$ cat config.mk
export PLATFORM = sky130hd
export DESIGN_NAME = mac_accum_writeback
export DESIGN_NICKNAME = d
export VERILOG_FILES = /design/src/rtl/mac_accum_writeback.sv
export SDC_FILE = /design/constraint.sdc
export NUM_CORES = 1
export LEC_CHECK = 0
export ABC_AREA = 1
export CAP_MARGIN = 30
export CORE_UTILIZATION = 65
export DETAILED_ROUTE_END_ITERATION = 7
export PLACE_DENSITY = 0.95
export SYNTH_ARGS = -nofsm -noshare
export SYNTH_HDL_FRONTEND = slang
export SYNTH_SLANG_ARGS = --single-unit
export TNS_END_PERCENT = 5
$ cat constraint.sdc
create_clock -name clk -period 3.65 [get_ports clk]
set_input_delay 0.9125 -clock clk [delete_from_list [all_inputs] [get_ports clk]]
set_output_delay 0.9125 -clock clk [all_outputs]
set_load 0.05 [all_outputs]
$ cat src/rtl/mac_accum_writeback.sv
// Two-stage signed multiply/accumulate stage that writes each completed dot
// product to sequential result addresses and pulses done after the last one.
module mac_accum_writeback #(
    parameter int DATA_W      = 8,
    parameter int DOT_LEN     = 8,
    parameter int NUM_RESULTS = 64,
    parameter int ADDR_W      = 6,
    parameter int ACC_W       = 19
) (
    input  logic                     clk,
    input  logic                     reset,
    input  logic                     start,
    input  logic                     mac_clr,
    input  logic                     load,
    input  logic signed [DATA_W-1:0] a_in,
    input  logic signed [DATA_W-1:0] b_in,
    output logic                     wr_en,
    output logic [ADDR_W-1:0]        wr_addr,
    output logic signed [ACC_W-1:0]  wr_data,
    output logic                     busy,
    output logic                     done,
    output logic                     err
);

    localparam int PROD_W = 2 * DATA_W;
    localparam int TERM_W = $clog2(DOT_LEN + 1);

    typedef enum logic [1:0] {
        S_IDLE,
        S_RUN,
        S_DONE
    } state_t;

    state_t state_reg, state_next;

    logic signed [PROD_W-1:0] prod_reg;
    logic                     pv_reg;
    logic                     pclr_reg;

    logic signed [ACC_W-1:0]  acc_reg, acc_next;
    logic signed [ACC_W-1:0]  prod_ext;
    logic [TERM_W-1:0]        terms_reg, terms_next;
    logic                     complete;
    logic                     cmpl_reg;
    logic signed [ACC_W-1:0]  result_reg;

    logic [ADDR_W-1:0]        idx_reg;
    logic                     wr_en_reg;
    logic [ADDR_W-1:0]        wr_addr_reg;
    logic signed [ACC_W-1:0]  wr_data_reg;
    logic                     err_reg;

    logic in_run;
    logic last_write;

    assign in_run     = (state_reg == S_RUN);
    assign last_write = wr_en_reg && (wr_addr_reg == ADDR_W'(NUM_RESULTS - 1));

    // ---------------- control FSM ----------------
    always_ff @(posedge clk or negedge reset) begin
        if (!reset) begin
            state_reg <= S_IDLE;
        end else begin
            state_reg <= state_next;
        end
    end

    always_comb begin
        state_next = state_reg;
        case (state_reg)
            S_IDLE:  if (start) state_next = S_RUN;
            S_RUN: begin
                // A restart outranks completion of the matrix.
                if (start)           state_next = S_RUN;
                else if (last_write) state_next = S_DONE;
            end
            S_DONE:  state_next = start ? S_RUN : S_IDLE;
            default: state_next = S_IDLE;
        endcase
    end

    // ---------------- stage 1: multiply ----------------
    always_ff @(posedge clk or negedge reset) begin
        if (!reset) begin
            prod_reg <= '0;
            pv_reg   <= 1'b0;
            pclr_reg <= 1'b0;
        end else if (start || !in_run) begin
            pv_reg   <= 1'b0;
            pclr_reg <= 1'b0;
        end else begin
            prod_reg <= a_in * b_in;
            pv_reg   <= load;
            pclr_reg <= mac_clr;
        end
    end

    // ---------------- stage 2: accumulate ----------------
    assign prod_ext = {{(ACC_W - PROD_W){prod_reg[PROD_W-1]}}, prod_reg};

    always_comb begin
        acc_next   = acc_reg;
        terms_next = terms_reg;
        if (pclr_reg) begin
            acc_next   = pv_reg ? prod_ext : '0;
            terms_next = pv_reg ? TERM_W'(1) : '0;
        end else if (pv_reg) begin
            acc_next   = acc_reg + prod_ext;
            terms_next = terms_reg + TERM_W'(1);
        end
    end

    assign complete = pv_reg && (terms_next == TERM_W'(DOT_LEN));

    always_ff @(posedge clk or negedge reset) begin
        if (!reset) begin
            acc_reg    <= '0;
            terms_reg  <= '0;
            cmpl_reg   <= 1'b0;
            result_reg <= '0;
        end else if (start) begin
            acc_reg   <= '0;
            terms_reg <= '0;
            cmpl_reg  <= 1'b0;
        end else if (complete) begin
            // Clear so the next dot product can enter with no bubble.
            acc_reg    <= '0;
            terms_reg  <= '0;
            cmpl_reg   <= 1'b1;
            result_reg <= acc_next;
        end else begin
            acc_reg   <= acc_next;
            terms_reg <= terms_next;
            cmpl_reg  <= 1'b0;
        end
    end

    // ---------------- write-back ----------------
    always_ff @(posedge clk or negedge reset) begin
        if (!reset) begin
            idx_reg     <= '0;
            wr_en_reg   <= 1'b0;
            wr_addr_reg <= '0;
            wr_data_reg <= '0;
        end else if (start) begin
            idx_reg     <= '0;
            wr_en_reg   <= 1'b0;
            wr_addr_reg <= '0;
        end else begin
            wr_en_reg <= cmpl_reg;
            if (cmpl_reg) begin
                wr_addr_reg <= idx_reg;
                wr_data_reg <= result_reg;
                idx_reg     <= idx_reg + ADDR_W'(1);
            end
        end
    end

    // ---------------- sticky error ----------------
    always_ff @(posedge clk or negedge reset) begin
        if (!reset) begin
            err_reg <= 1'b0;
        end else if (start) begin
            err_reg <= 1'b0;
        end else if (load && !in_run) begin
            err_reg <= 1'b1;
        end
    end

    assign wr_en   = wr_en_reg;
    assign wr_addr = wr_addr_reg;
    assign wr_data = wr_data_reg;
    assign busy    = in_run;
    assign done    = (state_reg == S_DONE);
    assign err     = err_reg;

endmodule

==> results_dict.tcl, run 1 <==
set metrics [dict create \
    tightestPinTransition_ns 0.802 \
    worst-r2r-cell-count 15 \
    grt.total_usage_pct 32.1 \
    wl_met3_um 1110 \
    drv_slew 0 \
    clock.fmax_ghz 0.227 \
    pre_cts_ws_ns -1.63 \
    timing.rr.start "prod_reg[0]$_DFFE_PN0P_" \
    async_reset_ff_share_pct 100 \
    status "complete, but fails checks" \
    start_util_pct 66.5 \
    antenna_found_initial 0 \
    drive_gt1_share_pct 14.3 \
    holdWs_ns 0.456 \
    syn2layout_area_growth_pct 17.9 \
    violations "negative setup slack" \
    yosysMostFrequentCell "nand2_1" \
    cp-startpoint "b_in[7]" \
    slew_headroom_pct 46.4 \
    ys_ff_latch 96 \
    powerDensity_nw_per_um2 610 \
    finalCriticalPeriod_ns 4.40 \
    worstHoldPathType "reg -> reg" \
    firstDrtPassIters 5 \
    clock_sinks 96 \
    synthTopCellsByArea "dfrtp_1, fa_1, nand2_1" \
    synth_commonest_cells "nand2_1, inv_1, dfrtp_1" \
    routed_via_density 5.56 \
    avgSynthCellArea_sq_um 7.65 \
    cp-start-kind "input pin" \
    num_vias 6764 \
    whs_path_depth 1 \
    cts_buffers 9 \
    ctsHtreeMaxLevel 3 \
    cts_hold_buffers 0 \
    cts_tree "yes" \
    yosys.area.top_type_share_pct 31.6 \
    gr-total-overflow 0 \
    setup_tns_ns -5.94 \
    routed_wl_um 18600 \
    rrSetupSlack_ns 1.35 \
    finalHoldViolCount 0 \
    worstPathArrival_ns 4.60 \
    finalWorstSetupSlack_ns -0.746 \
    ys_types 41 \
    finalSetupViolations 10 \
    drt_iter0_drc 621 \
    syn_inst 993 \
    fin_worst_skew_ns 0.00567 \
    ios 50 \
    cts-root-buf "clkbuf_16" \
    fp.dieH_um 110 \
    yosysTopAreaCell "dfrtp_1" \
    leakage_uw 0.00490 \
    core_area_sq_um 11400 \
    worstPathRequired_ns 3.85 \
    met2_length_um 9800 \
    die_area_sq_um 12100 \
    synth-main-ff-cell "dfrtp_1" \
    path_clk_slew_ns 0.07 \
    rows 39 \
    place.gp.congestion 0.931 \
    hold_end "state_reg[0]$_DFFE_PN0P_" \
    cts_buffer_depth 2 \
    rsz0062_at_grt "yes" \
    fin_crit_sh_pct 120 \
    drtAntennaViolNets 0 \
    fin_nets 1194 \
    syn_nets 1119 \
    clock_latency_ns 0.35 \
    critPathKind "in -> reg" \
    grt_pass1_wl_um 29900 \
    io_buffers 49 \
    synth_edf_count 0 \
    grt_pass1_vias 6806 \
    drc 0 \
    r2r_end "result_reg[12]$_DFFE_PN0P_" \
    dpl.hpwl_um 13600 \
    ir_drop_uv 516 \
    diodes 0 \
    post_drt_wl_per_cell_um 15.3 \
    hold_start "state_reg[1]$_DFFE_PN0P_" \
    drv_cap 0 \
    m1WireLength_um 7030 \
    yosysWarnings 0 \
    die_x_um 110 \
    crit_fanout 7 \
    synth_area_sq_um 7600 \
    grt_max_degree 50 \
    yosysSeqAreaShare_pct 31.6 \
    topRoutingLayerUsed "met4" \
    worstSetupEndpointType "register" \
    finish.utilization_pct 78.5 \
]
-- area by class of cell --
cell class,count,area (sq um)
Clock buffer,10,229
Clock inverter,6,43.8
Fill cell,686,2460
Inverter,183,692
Multi-Input combinational cell,677,4560
Sequential cell,96,2400
Tap cell,143,179
Timing Repair Buffer,101,851
-- critical path, stage by stage --
cell and delay [ns]:
buf_4 0.11, inv_6 0.05, or2_4 0.22, fa_1 0.38, inv_1 0.09, fa_1 0.46, fa_1 0.55, inv_1 0.08
fa_1 0.56, inv_1 0.08, ha_4 0.26, a21o_1 0.18, a21oi_2 0.19, o21ai_2 0.10, buf_4 0.14, xnor2_1 0.13
o21ai_0 0.09
-- layer usage --
| metal | up-vias | GRT usage [%] |
|---|---|---|
| li1 | 3187 | - |
| met1 | 3218 | 36.0 |
| met2 | 291 | 59.4 |
| met3 | 68 | 4.00 |
| met4 | 0 | 16.5 |
| met5 | - | 0 |
-- placed cells by master, fill, tap and decap left out, drive strengths merged, types with 4 or more instances in the layout --
cell and count:
buf 66, inv 185, clkdlybuf4s50 32, nand3b 5, ha 49, a21o 5, nand4 4, xor2 7
o21ai 49, or2 4, clkbuf 13, nand3 39, fa 56, dfrtp 96, nand2 292, nor2 73
a21oi 51, nor3 13, xnor2 12
-- cell families (layout without fill, tap and decap cells) --
group	count (synthesis)	count (layout)	synth area share (%)
flops	96	96	31.6
xor+xnor	19	19	2.19
buf+inv	220	300	11.2
compound gates	119	119	8.61
simple gates	434	434	23.5
fa+ha+maj	105	105	22.8
-- worst max path at each step --
| stage | end | slack [ns] | cells past startpoint |
|---|---|---|---|
| 2_1_floorplan | prod_reg[12]$_DFFE_PN0P_ | -0.78 | 19 |
| 3_3_place_gp | prod_reg[14]$_DFFE_PN0P_ | -1.39 | 16 |
| 3_5_place_dp | prod_reg[11]$_DFFE_PN0P_ | -1.63 | 16 |
| 4_1_cts | prod_reg[12]$_DFFE_PN0P_ | -0.75 | 18 |
| 5_1_grt | prod_reg[12]$_DFFE_PN0P_ | -0.89 | 19 |
| 6_report | prod_reg[11]$_DFFE_PN0P_ | -0.75 | 17 |
-- repair_timing --
action                     4_1_cts  5_1_grt
gates resized for setup         80       38
setup endpoints to repair       11       11
pin swaps                       15       18
buffers inserted                 2        2
-- through the flow --
| stage | total power [uW] | instance area, sq um | std cells |
|---|---|---|---|
| 3_3_place_gp | 4100 | 8580 | 1196 |
| 3_5_place_dp | 4270 | 8580 | 1196 |
| 2_1_floorplan | 3370 | 7800 | 993 |
| 6_report | 5470 | 8960 | 1216 |
| 4_1_cts | 5200 | 8860 | 1214 |
| 5_1_grt | 5880 | 8960 | 1216 |
-- power by group --
part	internal (uW)	total, uW	switching (uW)	leakage, uW
clock network	466	882	416	0.000133
logic	1450	3280	1830	0.00352
registers	1180	1310	123	0.00125
Note: power is estimated with default switching activity, not from simulation.
==> inputs of run 2 (changes only) <==
CORE_UTILIZATION = 44   (was 65)
PLACE_DENSITY = 0.73   (was 0.95)
==> run 2 against run 1 <==
The flow still finishes with violations (negative setup slack). Clock power grew 2.3%. Final area up 2.7%. Sequential share of layout area fell by 0.71 points. Wire length decreased by 15%. Setup slack gained 0.22 ns. Die area increased by 47%. Critical endpoint is now prod_reg[12]$_DFFE_PN0P_. Largest power group unchanged. Highest routed layer unchanged.
==> results_dict.tcl, run 2 (synthesized netlist as in run 1, its figures left out) <==
set metrics [dict create \
    cp_slowest_cell "fa_1" \
    cpMostUsedCell "fa_1" \
    critPathTopFamily "adder cells" \
    rsz0062_at_grt "yes" \
    clock.fmax_ghz 0.239 \
    worstHoldPathType "reg -> reg" \
    fin_worst_skew_ns 0.00700 \
    ir_drop_uv 404 \
    postPlaceCellArea_sq_um 8720 \
    seq_area_sq_um 2400 \
    drv_cap 0 \
    crit_buf_inv 5 \
    io_buffers 49 \
    final_cell_mix "nand2_1, inv_1, dfrtp_1" \
    ios 50 \
    critPathKind "in -> reg" \
    grt.total_usage_pct 19.7 \
    core_area_sq_um 16700 \
    crit_fanout 7 \
    cts_tree "yes" \
    rrSetupSlack_ns 1.37 \
    die_x_um 133 \
    num_vias 6289 \
    drive_gt1_share_pct 15.0 \
    grt_max_degree 50 \
    cts_hold_buffers 0 \
    critical_path.max_stage_delay_ns 0.54 \
    clock_latency_ns 0.34 \
    routed_wl_um 15900 \
    place.gp.congestion 0.913 \
    start_util_pct 45.5 \
    grt_pass1_vias 6304 \
    timing.rr.start "prod_reg[0]$_DFFE_PN0P_" \
    cts_buffers 9 \
    powerDensity_nw_per_um2 596 \
    drc 0 \
    gr-total-overflow 0 \
    antenna_found_initial 0 \
    clock_sinks 96 \
    cts_buffer_depth 2 \
    hold_start "state_reg[1]$_DFFE_PN0P_" \
    violations "negative setup slack" \
    r2r_end "result_reg[16]$_DFFE_PN0P_" \
    die_area_sq_um 17800 \
    drv_slew 0 \
    grt_pass1_wl_um 28600 \
    multi_input_area_sq_um 4600 \
    tightestPinTransition_ns 0.779 \
    dpl.hpwl_um 12200 \
    hold_end "state_reg[0]$_DFFE_PN0P_" \
    routed_via_density 4.84 \
    worstPathArrival_ns 4.38 \
    leakage_uw 0.00496 \
    fp.dieH_um 133 \
    fin_nets 1200 \
    worst-r2r-cell-count 15 \
    worstSetupEndpointType "register" \
    drt_iter0_drc 300 \
    worstPathRequired_ns 3.85 \
    status "complete, but fails checks" \
    rows 47 \
    drtAntennaViolNets 0 \
    diodes 0 \
    finalCriticalPeriod_ns 4.18 \
    ctsHtreeMaxLevel 3 \
    fin_area_sq_um 9200 \
    whs_path_depth 1 \
    finalWorstSetupSlack_ns -0.527 \
    firstDrtPassIters 5 \
    cp_cell_sequence "buf_8 > inv_8 > or2_4 > fa_1 > fa_1 > inv_2 > fa_1 > inv_2 > fa_1 > inv_2 > ha_4 > a21oi_4 > o21ai_2 > a21oi_2 > nor2_2 > nor2_1 > xor2_1 > o21ai_1" \
    total_power_uw 5490 \
    fin_crit_sh_pct 114 \
    fillerInstances 1526 \
    cp-start-kind "input pin" \
    cts-root-buf "clkbuf_16" \
    finish.utilization_pct 55.1 \
    path_clk_slew_ns 0.06 \
    finalHoldViolCount 0 \
    slew_headroom_pct 47.9 \
    post_drt_wl_per_cell_um 12.2 \
    syn2layout_area_growth_pct 21.1 \
    layout_commonest_cell "nand2_1" \
    finalSetupViolations 10 \
]
run 2: worst register-to-register path, stage by stage, from the launching register on:
cell and delay [ns]:
dfrtp_1 0.41, ha_1 0.28, fa_1 0.48, nand2_1 0.10
inv_1 0.05, nand2_1 0.05, nand3_1 0.11, nand2_1 0.09
nand2_1 0.10, nand2_1 0.11, nand2_1 0.06, nand2_1 0.06
nand3_1 0.07, nand2_1 0.09, nand3_1 0.07, o21ai_0 0.08
run 2: worst max path at each step:
stage | startpoint | end | cells past startpoint
6_report | b_in[7] | prod_reg[12]$_DFFE_PN0P_ | 18
5_1_grt | b_in[7] | prod_reg[12]$_DFFE_PN0P_ | 18
4_1_cts | b_in[7] | prod_reg[12]$_DFFE_PN0P_ | 18
3_5_place_dp | b_in[4] | prod_reg[15]$_DFFE_PN0P_ | 17
3_3_place_gp | a_in[7] | prod_reg[12]$_DFFE_PN0P_ | 19
2_1_floorplan | a_in[5] | prod_reg[12]$_DFFE_PN0P_ | 19
run 2: routing by layer:
metal / GRT usage (%) / part of all wire (%)
met1: 25.4 / 47
met2: 35.0 / 49
met5: 0 / 0
met4: 5.18 / 1.3
met3: 2.28 / 3.1
run 2: repair_timing:
item,CTS,global route
pin swaps,41,20
hold endpoints to repair,0,0
gates resized for setup,122,17
endpoints found under the setup margin,12,11
buffers inserted,3,1
run 2: cell type report:
class	count	area share, %
Sequential cell	96	26.1
Multi-Input combinational cell	677	50.0
Tap cell	220	2.99
Clock buffer	13	2.83
Inverter	183	7.57
Clock inverter	3	0.272
Timing Repair Buffer	107	10.2
run 2: report_power, final:
group / internal (uW) / switching [uW] / total [uW] / leakage, uW
Combinational: 1560 / 1730 / 3290 / 0.00357
Sequential: 1180 / 111 / 1300 / 0.00125
Clock: 504 / 398 / 902 / 0.000136
run 2: metrics by stage:
step           TNS [ns]  hold WS, ns  setup slack (ns)  std cells
4_1_cts           -4.07        0.438            -0.528       1298
3_3_place_gp     -14.07        0.426             -1.42       1279
6_report          -3.95        0.440            -0.527       1299
3_5_place_dp     -14.88        0.429             -1.51       1279
5_1_grt           -5.84        0.483            -0.721       1299
2_1_floorplan     -5.81        0.418            -0.779        993
